## config.mk

```make
export PLATFORM = sky130hd
export DESIGN_NAME = fft_out_serializer
export DESIGN_NICKNAME = d
export VERILOG_FILES = /design/src/rtl/fft_pkg.sv /design/src/rtl/fft_out_serializer.sv
export SDC_FILE = /design/constraint.sdc
export NUM_CORES = 1
export LEC_CHECK = 0
export BUFFER_PORTS_ARGS = -buffer_cell sky130_fd_sc_hd__clkbuf_2
export CORE_MARGIN = 4
export CORE_UTILIZATION = 40
export DETAILED_ROUTE_END_ITERATION = 8
export SETUP_SLACK_MARGIN = 0.4
export SYNTH_ARGS = -nofsm -noshare
export SYNTH_HDL_FRONTEND = slang
export SYNTH_SLANG_ARGS = --single-unit
```

## constraint.sdc

```tcl
create_clock -name clk -period 15.8 [get_ports clk]
set_clock_uncertainty 0.2 [all_clocks]
set_input_delay 0.79 -clock clk [delete_from_list [all_inputs] [get_ports clk]]
set_output_delay 0.79 -clock clk [all_outputs]
set_load 0.02 [all_outputs]
```

## src/rtl/fft_pkg.sv

```systemverilog
// Shared FFT definitions: default datapath sizes, complex sample type and
// the bit-reversal helper used by the serializer, delay line and deserializer.
package fft_pkg;

  localparam int unsigned DATA_DEFAULT  = 9;
  localparam int unsigned ARRAY_DEFAULT = 16;

  typedef struct packed {
    logic signed [DATA_DEFAULT-1:0] re;
    logic signed [DATA_DEFAULT-1:0] im;
  } cplx_t;

  // Buffer occupancy: number of complete vectors waiting to drain.
  typedef enum logic [1:0] {
    OCC_EMPTY = 2'd0,
    OCC_ONE   = 2'd1,
    OCC_FULL  = 2'd2
  } occ_t;

  // Reverse the low iw bits of idx; upper bits of the result are zero.
  function automatic logic [31:0] bitrev(input logic [31:0] idx, input int unsigned iw);
    logic [31:0] r;
    r = '0;
    for (int unsigned i = 0; i < iw; i++) begin
      r[i] = idx[iw-1-i];
    end
    return r;
  endfunction

endpackage

```

## src/rtl/fft_out_serializer.sv

```systemverilog
// Parallel-to-serial FFT output stage with a two-bank ping-pong buffer.
// One vector is written per input handshake; samples drain one per output
// handshake in natural or bit-reversed bin order.
module fft_out_serializer
  import fft_pkg::*;
#(
  parameter int DATA   = DATA_DEFAULT,
  parameter int ARRAY  = ARRAY_DEFAULT,
  parameter int BITREV = 1,
  localparam int IW    = $clog2(ARRAY)
) (
  input  logic                   clk,
  input  logic                   rst,
  input  logic                   in_valid,
  output logic                   in_ready,
  input  logic signed [DATA-1:0] in_re [ARRAY-1:0],
  input  logic signed [DATA-1:0] in_im [ARRAY-1:0],
  output logic                   out_valid,
  input  logic                   out_ready,
  output logic signed [DATA-1:0] out_re,
  output logic signed [DATA-1:0] out_im,
  output logic [IW-1:0]          out_index,
  output logic                   out_last
);

  occ_t                   occ_q, occ_d;
  logic                   wr_bank, rd_bank;
  logic [IW-1:0]          rd_cnt;
  logic [IW-1:0]          rd_idx;
  logic                   in_fire, out_fire, rd_last;
  logic signed [DATA-1:0] bank_re [2][ARRAY];
  logic signed [DATA-1:0] bank_im [2][ARRAY];

  assign in_ready  = (occ_q != OCC_FULL);
  assign out_valid = (occ_q != OCC_EMPTY);
  assign in_fire   = in_valid & in_ready;
  assign out_fire  = out_valid & out_ready;
  assign rd_last   = (rd_cnt == IW'(ARRAY - 1));

  assign rd_idx    = (BITREV != 0) ? IW'(bitrev(32'(rd_cnt), IW)) : rd_cnt;
  assign out_index = rd_idx;
  assign out_last  = out_valid & rd_last;
  assign out_re    = out_valid ? bank_re[rd_bank][rd_idx] : '0;
  assign out_im    = out_valid ? bank_im[rd_bank][rd_idx] : '0;

  // Occupancy register.
  always_ff @(posedge clk) begin
    if (rst) occ_q <= OCC_EMPTY;
    else     occ_q <= occ_d;
  end

  // Occupancy next state: accept adds a vector, last-sample drain removes one;
  // both in the same cycle leave the count unchanged.
  always_comb begin
    occ_d = occ_q;
    case ({in_fire, out_fire & rd_last})
      2'b10:   occ_d = (occ_q == OCC_EMPTY) ? OCC_ONE : OCC_FULL;
      2'b01:   occ_d = (occ_q == OCC_FULL)  ? OCC_ONE : OCC_EMPTY;
      default: occ_d = occ_q;
    endcase
  end

  // Bank pointers and read counter.
  always_ff @(posedge clk) begin
    if (rst) begin
      wr_bank <= 1'b0;
      rd_bank <= 1'b0;
      rd_cnt  <= '0;
    end else begin
      if (in_fire) wr_bank <= ~wr_bank;
      if (out_fire) begin
        if (rd_last) begin
          rd_cnt  <= '0;
          rd_bank <= ~rd_bank;
        end else begin
          rd_cnt  <= rd_cnt + IW'(1);
        end
      end
    end
  end

  // Vector capture into the write bank; in_ready keeps this off the bank being read.
  always_ff @(posedge clk) begin
    if (in_fire) begin
      for (int unsigned j = 0; j < ARRAY; j++) begin
        bank_re[wr_bank][j] <= in_re[j];
        bank_im[wr_bank][j] <= in_im[j];
      end
    end
  end

endmodule

```

==> results.cfg <==
[detailed_routing]
routed_via_density = 5.14
wl_met1_um = 20200
drtPass1Iterations = 5
wl_per_cell_um = 23.6
highest_layer = met5
ant_nets = 0
wl_met2_um = 23900
vias = 10700
drc = 0
dr_wl_met3_um = 3870
wl_um = 49300
dr.first_iter.drc_count = 896

[logic_synthesis]
netlist_area_sq_um = 22300
syn-num-nets = 1234
synth_area_leaders = edfxtp_1, mux4_2, mux2i_1
synthAdderAreaFrac_pct = 0.112
synthCells = 940
synth_seq_area_share_pct = 78.3
synth-seq-cells = 585
yosysWarningCount = 0
synth_top_family_by_area = multiplexers
synth-xor-area-share_pct = 0.157
ys_types = 33
synth_compound_area_share_pct = 1.83
synth_top_area_share_pct = 77.5
muxShareOfSynthArea_pct = 17.5
synthSimpleGateAreaFrac_pct = 0.819
yosysTopAreaCell = edfxtp_1
syn-mean-instance-area_sq_um = 23.7

[sta]
whs_ns = 0.151
min_period_ns = 5.42
setup-violations-final = 0
rsz0062_at_grt = no
timing.final.crit_share_pct = 34.3
tightest_slew_ns = 1.12
final.setup.tns_ns = 0
hold_viol_final = 0
drv_slew = 0
timing.slew.headroom_pct = 25.1
max_freq_ghz = 0.185

[cts]
clk_latency_ns = 0.61
path_clk_slew_ns = 0.06
cts_tree = done
numCtsBuffers = 60
cts_resized = 0
clockBufferDepth = 3
cts_max_level = 2
hold_buffers = 0
cts_setup_buffers = 0
clock_tree.root_cell = clkbuf_16
numClockSinks = 585

[global_routing]
grt_pass1_wl_um = 73500
antenna_found_initial = 15
grt_pass1_vias = 11600
grt_max_degree = 83
grt_util_all_layers_pct = 16.5
grt-ovfl-total = 0

[power]
p_leak_nw = 9.21
max-vdd-ir-drop_mv = 0.0989
power.density_nw_per_um2 = 129

[floorplan]
die_w_um = 244
dieHeight_um = 244
row_count = 86
die_area_sq_um = 59600
core_sq_um = 55200
start_util_pct = 40.4
io-pin-count = 317

[worst_setup_path]
cp.arrival_ns = 4.43
cp_max_fo = 40
cp-end-kind = output pin
crit_type = flip-flop to output pin
cp.required_ns = 14.81
startpoint_type = flip-flop
reg2regPathDepth = 4

[final_layout]
drive_gt1_share_pct = 43.4
layout.nets = 1578
area_growth_pct = 19.4

[place]
place.gp.congestion = 0.740
io_buffer_count = 316
hpwl_um = 32300

[run_status]
status = finished, final reports clean

[flow_run]
maxCapViolCount = 0

[worst_hold_path]
hold_depth = 1
hp-class = input pin to flip-flop
## registers in the layout, indices dropped and copies added, names as in the netlist, named ones only
register	cells
wr_bank	1
bank_im	288
rd_cnt	4
occ_q	2
rd_bank	1
bank_re	288
## layout by cell type, fill, tap and decap left out, types with 3 or more instances in the layout
cell type,n
mux4_2,157
clkinv_1,13
clkbuf_1,17
clkbuf_16,60
nand2_1,19
clkinv_2,12
nor2_1,13
o21ai_0,8
buf_4,16
a21oi_1,7
dfxtp_1,7
o22ai_1,13
mux2i_1,36
clkinv_8,3
clkbuf_2,316
diode_2,8
edfxtp_1,576
o32a_1,5
bufinv_16,6
nor3_1,3
a22o_1,4
a31oi_1,5
a31o_1,13
## layer usage
layer	vias to the layer above	global-route usage, %
li1	4755	-
met1	5573	22.2
met2	311	26.1
met3	89	5.24
met4	12	4.88
met5	-	0
## cells by family (layout without fill, tap and decap cells)
group           count (synthesis)  after routing
compound gates                 58             58
xor+xnor                        4              4
fa+ha+maj                       2              2
buf+inv                        55            450
flops                         585            585
mux                           193            193
other cells                     0              8
simple gates                   43             43
## report_power, final
part           internal [W]  switching [W]
Clock              0.000797       0.000575
Combinational     0.0000838       0.000122
Sequential          0.00183      0.0000248
Total               0.00272       0.000722
## Yosys cell counts
library cell and n:
a211oi_1 1, ha_1 2, nand2_1 19, clkbuf_1 18, mux2i_1 36, buf_2 13, nand2b_1 2, or2_2 1
o22ai_1 13, buf_6 6, or3_1 1, buf_4 6, o21a_1 1, o32a_1 5, and3_1 1, dfxtp_1 9
o21bai_1 1, o21ai_0 8, a22o_1 4, a31oi_1 5, buf_1 7, nor2_1 14, inv_1 2, edfxtp_1 576
mux4_2 157, xor2_1 2, xnor2_1 2, nor3_1 3, inv_2 3, a21oi_1 7, a31o_1 13, nand3b_1 1
nand3_1 1
## worst max-delay path, stage by stage (launching register included)
cell      delay [ns]
dfxtp_4         0.72
buf_4           0.74
buf_4           0.68
mux4_2          0.58
mux4_2          0.54
a31o_1          0.27
clkbuf_2        0.16
## path summary, 6_finish.rpt
check | start | slack, ns | to
worst max-delay path | flip-flop | 10.38 | out_im[5]
worst min-delay path | in_im[25] | 0.15 | bank_im[1][124]
worst max register to register | occ_q[0] | 11.70 | bank_im[1][121]
worst min register to register | rd_bank | 0.31 | rd_bank
## area by class of cell
type                       count  area, sq um
timing repair buffer         332         1700
clock inverter                36          357
multi-input combinational    300         4560
antenna                        8         20.0
fill                        4582        28600
tap                          748          936
clock buffer                  77         1570
sequential                   585        17500
inverter                       5         20.0
## through the flow
step	total power [W]	cells	cell area, sq um	utilization, %	setup WS [ns]
6_report	0.00344	2091	26600	48.3	10.38
5_1_grt	0.00357	2088	26600	48.3	9.95
4_1_cts	0.00348	2083	26600	48.2	10.18
3_5_place_dp	0.00210	1970	24700	44.8	10.85
3_3_place_gp	0.00209	1970	24700	44.8	10.87
2_1_floorplan	0.00204	940	22300	-	1.78
Power figures use the tool's default switching activity.
